$ cat src/rtl/vga_sprite_engine.sv
// Draws one movable, rotatable SPR_SIZE x SPR_SIZE sprite from an external 1-cycle ROM over a flat background.
// Coordinates to RGB take 2 clocks with no backpressure. Define VGA_SPRITE_BTN_SYNC_EN to synchronise and qualify the buttons.
module vga_sprite_engine #(
    parameter int          H_PIXELS  = 640,
    parameter int          V_PIXELS  = 480,
    parameter int          SPR_SIZE  = 32,
    parameter int          STEP      = 2,
    parameter int          WRAP_EN   = 0,
    parameter logic [11:0] BG_COLOUR = 12'hFFF,
    parameter logic [11:0] TRANS_KEY = 12'hF0F,
    parameter int          ADDR_W    = 10
) (
    input  logic              Master_Clock_In,
    input  logic              Reset_N_In,
    input  logic              Disp_Ena_In,
    input  logic [9:0]        Val_Col_In,
    input  logic [9:0]        Val_Row_In,
    input  logic              Up,
    input  logic              Down,
    input  logic              Left,
    input  logic              Right,
    output logic [ADDR_W-1:0] Rom_Addr_Out,
    input  logic [11:0]       Rom_Data_In,
    output logic [3:0]        Red,
    output logic [3:0]        Green,
    output logic [3:0]        Blue,
    output logic              Sprite_Hit_Out,
    output logic [9:0]        X_Pos_Out,
    output logic [9:0]        Y_Pos_Out,
    output logic              Frame_Tick_Out
);
    typedef enum logic [1:0] {WAIT_FRAME, UPDATE, WAIT_ACTIVE} frame_state_t;
    typedef enum logic [1:0] {DIR_UP, DIR_DOWN, DIR_LEFT, DIR_RIGHT} dir_t;

    localparam logic signed [10:0] MAX_X  = 11'(H_PIXELS - SPR_SIZE);
    localparam logic signed [10:0] MAX_Y  = 11'(V_PIXELS - SPR_SIZE);
    localparam logic signed [10:0] STEP_S = 11'(STEP);
    localparam logic signed [10:0] SPR_S  = 11'(SPR_SIZE);
    localparam logic signed [10:0] S_MAX  = 11'(SPR_SIZE - 1);
    localparam logic [10:0]        H_LIM  = 11'(H_PIXELS);
    localparam logic [10:0]        V_LIM  = 11'(V_PIXELS);
    localparam logic [9:0]         X_INIT = 10'((H_PIXELS - SPR_SIZE) / 2);
    localparam logic [9:0]         Y_INIT = 10'((V_PIXELS - SPR_SIZE) / 2);

    frame_state_t state, state_nxt;
    dir_t         dir, dir_nxt;
    logic [9:0]   x_pos, y_pos, x_nxt, y_nxt;
    logic         upd;
    logic [3:0]   btn_raw, btn_eff;

    assign btn_raw = {Up, Down, Left, Right};

    // ---------------- frame FSM: one position update per vertical blank ----------------
    always_ff @(posedge Master_Clock_In or negedge Reset_N_In) begin
        if (!Reset_N_In) state <= WAIT_FRAME;
        else             state <= state_nxt;
    end

    always_comb begin
        state_nxt = state;
        case (state)
            WAIT_FRAME:  if ({1'b0, Val_Row_In} >= V_LIM) state_nxt = UPDATE;
            UPDATE:      state_nxt = WAIT_ACTIVE;
            WAIT_ACTIVE: if ({1'b0, Val_Row_In} < V_LIM) state_nxt = WAIT_FRAME;
            default:     state_nxt = WAIT_FRAME;
        endcase
    end

    always_comb begin
        upd = (state == UPDATE);
    end

    assign Frame_Tick_Out = upd;

`ifdef VGA_SPRITE_BTN_SYNC_EN
    logic [3:0] btn_s1, btn_s2, btn_prev;

    // A press only counts once it has been seen in two consecutive updates.
    always_ff @(posedge Master_Clock_In or negedge Reset_N_In) begin
        if (!Reset_N_In) begin
            btn_s1   <= '0;
            btn_s2   <= '0;
            btn_prev <= '0;
        end else begin
            btn_s1 <= btn_raw;
            btn_s2 <= btn_s1;
            if (upd) btn_prev <= btn_s2;
        end
    end

    assign btn_eff = btn_s2 & btn_prev;
`else
    assign btn_eff = btn_raw;
`endif

    // ---------------- movement and orientation ----------------
    function automatic logic [9:0] step_axis(input logic [9:0] pos, input logic inc,
                                             input logic dec, input logic signed [10:0] max_v);
        logic signed [10:0] sum;
        sum = $signed({1'b0, pos});
        if (inc && !dec)      sum = sum + STEP_S;
        else if (dec && !inc) sum = sum - STEP_S;
        if (WRAP_EN != 0) begin
            if (sum > max_v)       sum = '0;
            else if (sum < 11'sd0) sum = max_v;
        end else begin
            if (sum > max_v)       sum = max_v;
            else if (sum < 11'sd0) sum = '0;
        end
        return sum[9:0];
    endfunction

    always_comb begin
        x_nxt   = step_axis(x_pos, btn_eff[0], btn_eff[1], MAX_X);
        y_nxt   = step_axis(y_pos, btn_eff[2], btn_eff[3], MAX_Y);
        dir_nxt = dir;
        if (btn_eff[3])      dir_nxt = DIR_UP;
        else if (btn_eff[2]) dir_nxt = DIR_DOWN;
        else if (btn_eff[1]) dir_nxt = DIR_LEFT;
        else if (btn_eff[0]) dir_nxt = DIR_RIGHT;
    end

    always_ff @(posedge Master_Clock_In or negedge Reset_N_In) begin
        if (!Reset_N_In) begin
            x_pos <= X_INIT;
            y_pos <= Y_INIT;
            dir   <= DIR_UP;
        end else if (upd) begin
            x_pos <= x_nxt;
            y_pos <= y_nxt;
            dir   <= dir_nxt;
        end
    end

    assign X_Pos_Out = x_pos;
    assign Y_Pos_Out = y_pos;

    // ---------------- pixel stage 0: sprite-relative coordinate and ROM address ----------------
    logic signed [10:0] dx, dy, u_c, v_c;
    logic               active_c, inside_c;
    logic [ADDR_W-1:0]  u_a, v_a, addr_c;

    always_comb begin
        dx       = $signed({1'b0, Val_Col_In}) - $signed({1'b0, x_pos});
        dy       = $signed({1'b0, Val_Row_In}) - $signed({1'b0, y_pos});
        active_c = Disp_Ena_In && ({1'b0, Val_Col_In} < H_LIM) && ({1'b0, Val_Row_In} < V_LIM);
        inside_c = active_c && (dx >= 11'sd0) && (dx < SPR_S) && (dy >= 11'sd0) && (dy < SPR_S);
        u_c      = dx;
        v_c      = dy;
        // Rotation is a read-side remap of the unrotated ROM image.
        case (dir)
            DIR_DOWN: begin
                u_c = S_MAX - dx;
                v_c = S_MAX - dy;
            end
            DIR_RIGHT: begin
                u_c = S_MAX - dy;
                v_c = dx;
            end
            DIR_LEFT: begin
                u_c = dy;
                v_c = S_MAX - dx;
            end
            default: begin
                u_c = dx;
                v_c = dy;
            end
        endcase
        u_a    = ADDR_W'(u_c);
        v_a    = ADDR_W'(v_c);
        addr_c = v_a * ADDR_W'(SPR_SIZE) + u_a;
    end

    logic active_s0, inside_s0, active_s1, inside_s1;

    always_ff @(posedge Master_Clock_In or negedge Reset_N_In) begin
        if (!Reset_N_In) begin
            Rom_Addr_Out <= '0;
            active_s0    <= 1'b0;
            inside_s0    <= 1'b0;
            active_s1    <= 1'b0;
            inside_s1    <= 1'b0;
        end else begin
            if (inside_c) Rom_Addr_Out <= addr_c;
            active_s0 <= active_c;
            inside_s0 <= inside_c;
            active_s1 <= active_s0;
            inside_s1 <= inside_s0;
        end
    end

    // ---------------- pixel stage 1: flags aligned with ROM data select the colour ----------------
    logic [11:0] pix;
    logic        hit;

    always_comb begin
        pix = 12'h000;
        hit = 1'b0;
        if (active_s1) begin
            if (inside_s1 && (Rom_Data_In != TRANS_KEY)) begin
                pix = Rom_Data_In;
                hit = 1'b1;
            end else begin
                pix = BG_COLOUR;
            end
        end
    end

    assign Red            = pix[11:8];
    assign Green          = pix[7:4];
    assign Blue           = pix[3:0];
    assign Sprite_Hit_Out = hit;

endmodule

$ cat config.mk
export PLATFORM = sky130hd
export DESIGN_NAME = vga_sprite_engine
export DESIGN_NICKNAME = d
export VERILOG_FILES = /design/src/rtl/vga_sprite_engine.sv
export SDC_FILE = /design/constraint.sdc
export NUM_CORES = 1
export LEC_CHECK = 0
export CELL_PAD_IN_SITES_DETAIL_PLACEMENT = 2
export CELL_PAD_IN_SITES_GLOBAL_PLACEMENT = 2
export CORE_ASPECT_RATIO = 0.7
export CORE_MARGIN = 2
export CORE_UTILIZATION = 33
export CTS_BUF_LIST = sky130_fd_sc_hd__clkbuf_8
export DETAILED_ROUTE_END_ITERATION = 10
export PLACE_DENSITY = 0.88
export SYNTH_ARGS = -nofsm -noshare
export SYNTH_HDL_FRONTEND = slang
export SYNTH_SLANG_ARGS = --single-unit
$ cat constraint.sdc
create_clock -name Master_Clock_In -period 7.3 [get_ports Master_Clock_In]
set_clock_uncertainty 0.1 [all_clocks]
set_input_delay 1.46 -clock Master_Clock_In [delete_from_list [all_inputs] [get_ports Master_Clock_In]]
set_output_delay 1.46 -clock Master_Clock_In [all_outputs]
set_load 0.02 [all_outputs]
; Word-level counts from Yosys, hierarchy flattened
; Cells that the tools add are included.
[word_totals]
ff_bits = 38
input_bits = 39
output_inout_bits = 44
elab_cells = 77
[op_classes]
addsub = 9
magnitude_cmp = 11
n_eq_ne = 8
muxes = 21
n_reduce_logical = 19
[ops]
columns = op, count
row1 = $mux W11, 4
row2 = $mux W10, 4
row3 = $pmux W10 S3, 1
row4 = $mux W12, 2
row5 = $add A10 B2 Y11 const B, 2
row6 = $ge A11 B1 Y1 const B, 2
row7 = $lt A11 B1 Y1 const B, 2
row8 = $lt A11 B7 Y1 const B, 2
row9 = $sub A10 B10 Y11, 2
row10 = $sub A10 B2 Y11 const B, 2
row11 = $sub A6 B10 Y10 const A, 2
row12 = $pmux W5 S3, 1
row13 = $mux W2, 6
row14 = $ne A12 B12 Y1 const B, 1
row15 = $gt A11 B10 Y1 const B, 1
row16 = $gt A11 B11 Y1 const B, 1
row17 = $logic_and A1 B1 Y1, 11
row18 = $add A10 B10 Y10, 1
row19 = $ge A10 B9 Y1 const B, 1
row20 = $lt A10 B10 Y1 const B, 1
row21 = $lt A10 B9 Y1 const B, 1
row22 = $eq A2 B2 Y1 const B, 3
row23 = $pmux W2 S3, 1
row24 = $eq A2 B1 Y1 const B, 2
row25 = 6 further kinds, 12

; Depth between registers and ports, before layout
[logic_depth]
word_depth = 7
depth_mapped = 16
ltp_nobuf = 16

; Worst setup path after synthesis
; OpenSTA, ideal clock, no wires.
[synth_path]
path_kind = input -> output
start = input port Rom_Data_In[3]
end = output port Green[0]
arrival_ns = 3.339
t_required_ns = 5.740
slack_ns = 2.401
cell_stages = 6
path_buffers = 0
path_cell_list = inv_1 > or4_1 > or4_1 > o41ai_1 > nor2_1 > nor2_1
[synth_via]
elab_chain_cells = 4
[synth_rtl]
columns = element, line
row1 = "start, declared", 23  ; input logic [11:0] Rom_Data_In,
row2 = $ne A12 B12 Y1, 200  ; if (inside_s1 && (Rom_Data_In != TRANS_KEY)) begin
row3 = $logic_and A1 B1 Y1, 200
row4 = $mux W12, 200
row5 = $mux W12, 199  ; if (active_s1) begin
row6 = "end, declared", 25  ; output logic [3:0] Green,
; No other way between the ends.

; Worst setup path in the final report
[layout_path]
start = input port Rom_Data_In[3]
end = output port Green[2]
; Same word-level chain as after synthesis.

==> summary.txt <==
Timing
  • Count of final setup violators: 0
  • Slew @ Worst Pin: 1010 ps
  • Worst Slack Setup Final: 1190 ps
  • Max Fclk: 0.164 GHz
  • Slew HR: 31.5%
  • Min cycle time layout: 6110 ps
  • RSZ-0062 raised after global routing: no
  • Tcrit/Tclk final: 83.8%
  • Fin. max-slew vios: 0
  • Hold Violations, Final: 0
  • Final TNS setup: 0 ps

Logic synthesis
  • Async SR Flop Fraction: 100%
  • Synth top area share: 20.8%
  • Mapped Avg Cell Area: 8.32 sq um
  • Synthesis Warnings: 0
  • #FFs+latches synth: 36
  • Synthesized cell area: 3600 sq um
  • Post-synth EDFFs: 0
  • Seq/Total Area, Yosys: 25.2%
  • Cell accounting for the most synthesized area: dfrtp_1
  • Top cells by area, synth: dfrtp_1, ha_1, xnor2_1
  • Yosys cell types: 64
  • Most common library cells after synthesis: inv_1, nand2_1, nor2_1
  • Syn Inst Count: 433
  • Top_reg_cell synth: dfrtp_1

GRT
  • GRT overflow: 0
  • Overall routing resource usage: 21.6%
  • Initial antenna violation count: 0
  • Vias in the first global route: 3865
  • First-pass GRT wire length: 20.3 mm
  • Largest net degree at the start of global routing: 37

Final layout
  • Syn-to-layout area delta: 27.3%
  • # fillers: 1203
  • Share of layout cells above drive strength 1: 5.92%
  • Final nets: 575
  • Ant diodes: 0

Die
  • Die Width: 129 um
  • Core area: 10500 sq um
  • Initial core utilization: 34.4%
  • Die area: 11800 sq um
  • Die Y: 91.4 um
  • Num rows: 31
  • Num ports: 83

Job
  • Max-Cap Viols: 0

Power
  • Static leakage: 1.96 nW
  • PwrDens: 437 nW/um^2
  • Worst vdd ir: 134 uV

Clocking
  • Worst-Skew Late Latency: 300 ps
  • CTS Buf Count: 5
  • CTS resizes: 0
  • Post-CTS Setup Bufs: 0
  • Bufs on Longest Clock Path: 2
  • Hold Buf Count CTS: 0
  • CTS Sinks: 36
  • CTS H-tree depth: 2
  • CTS root buffer: clkbuf_8
  • Reg clk slew, reported paths: 70 ps
  • CTS tree: built

Setup path
  • Setup crit start kind: input pin
  • Flop-to-flop setup slack: 2740 ps
  • CP endpoint kind: output port
  • Worst R2R Start: X_Pos_Out[1]
  • Crit path from: Rom_Data_In[3]
  • Crit path kind: input pin to output port
  • Critical Path RT: 5740 ps
  • Critical Path Fanout Max: 5
  • Worst path arrival time: 4550 ps

Route
  • Post-DRT Antenna Nets: 0
  • Routed via count: 3497
  • Routed vias/inst: 5.47
  • 1st-iter DRT viols: 100
  • DRC viols: 0
  • Final wirelength: 12.2 mm
  • DRT Pass-1 Iters: 4
  • WL per Instance: 19.2 um

Min path
  • Hold crit path type: flip-flop to flip-flop
  • Hold Path Origin: active_s0

Placement
  • Buffers on Ports: 80
  • Dpl ws: 1230 ps
  • Detailed Place HPWL: 9.99 mm
  • Gpl congestion: 0.830

Run status
  • Outcome: finished, final reports clean
-- report_power, final --
group / internal [mW] / leakage (nW) / switching, mW / total [mW]
logic: 0.652 / 1.45 / 0.809 / 1.46
clock network: 0.0743 / 0.0538 / 0.0781 / 0.152
registers: 0.260 / 0.456 / 0.129 / 0.389
total: 0.985 / 1.96 / 1.02 / 2.00
-- final timing paths --
kind / to / cells after the start
worst max-delay path: Green[2] / 8
worst min-delay path: active_s1 / 0
worst max register to register: Rom_Addr_Out[9] / 16
worst min register to register: active_s1 / 0
max in group asynchronous: X_Pos_Out[3] / 1
min in group asynchronous: Rom_Addr_Out[6] / 1
-- per-layer routing --
metal  up-vias  track usage, %  wire length (um)
met5         -               0                 0
li1       1670               -                 -
met1      1747            29.3              5980
met2        71            36.4              5660
met3         9            4.01               494
met4         0            3.35               101
-- area by class of cell --
type                       instances  area [sq um]  area share (%)
multi-input combinational        345          2480            54.2
sequential                        36           908            19.8
timing repair buffer              80           796            17.4
tap                              132           165            3.60
inverter                          38           143            3.11
clock buffer                       6          82.6            1.80
clock inverter                     2          7.51           0.164
-- worst max-delay path, stage by stage --
cell             delay [ps]
clkdlybuf4s50_1         460
inv_1                    60
or4_1                   510
or4_1                   420
o41ai_1                 800
nor2_1                   90
nor2_1                  130
clkdlybuf4s50_1         620
-- placed cells by master (no fill, tap or decap), drive strengths merged, types with 4 or more instances in the layout --
| master | count |
|---|---|
| a31oi | 4 |
| o21a | 5 |
| o22ai | 5 |
| inv | 40 |
| a21o | 8 |
| nor2b | 7 |
| o21ai | 22 |
| xnor2 | 34 |
| clkbuf | 6 |
| nand2 | 38 |
| conb | 4 |
| dfstp | 6 |
| nand3 | 7 |
| nand2b | 5 |
| nor2 | 36 |
| mux2 | 10 |
| a21oi | 32 |
| ha | 27 |
| clkdlybuf4s50 | 79 |
| xor2 | 13 |
| a22o | 6 |
| nor3 | 14 |
| dfrtp | 30 |
| mux2i | 11 |
-- state kept, by name (all words and copies together) (netlist names) --
name	flops
state	2
X_Pos_Out	9
Y_Pos_Out	9
inside_s1	1
active_s1	1
dir	2
Rom_Addr_Out	10
active_s0	1
inside_s0	1
-- per-stage QoR --
| stage | std cells | util, % | area [sq um] | hold slack (ps) | total power, mW |
|---|---|---|---|---|---|
| 2_1_floorplan | 435 | - | 3610 | 231 | 1.41 |
| 3_3_place_gp | 631 | 42.9 | 4500 | 241 | 1.74 |
| 3_5_place_dp | 631 | 42.9 | 4500 | 238 | 1.85 |
| 4_1_cts | 639 | 43.8 | 4590 | 254 | 2.02 |
| 5_1_grt | 639 | 43.8 | 4590 | 270 | 2.20 |
| 6_report | 639 | 43.8 | 4590 | 254 | 2.00 |
-- cell families (layout without fill, tap and decap cells) --
group / count (synthesis) / in the layout / share of synthesized area, %
adders and majority gates: 30 / 30 / 11.0
AOI/OAI and AO/OA: 113 / 113 / 20.7
muxes: 21 / 21 / 7.22
and+or+nand+nor: 130 / 130 / 18.1
buffers and inverters: 54 / 126 / 6.04
DFF: 36 / 36 / 25.2
xor gates and xnor gates: 47 / 47 / 11.4
other: 2 / 4 / 0.208
(Power assumes the default switching activity.)
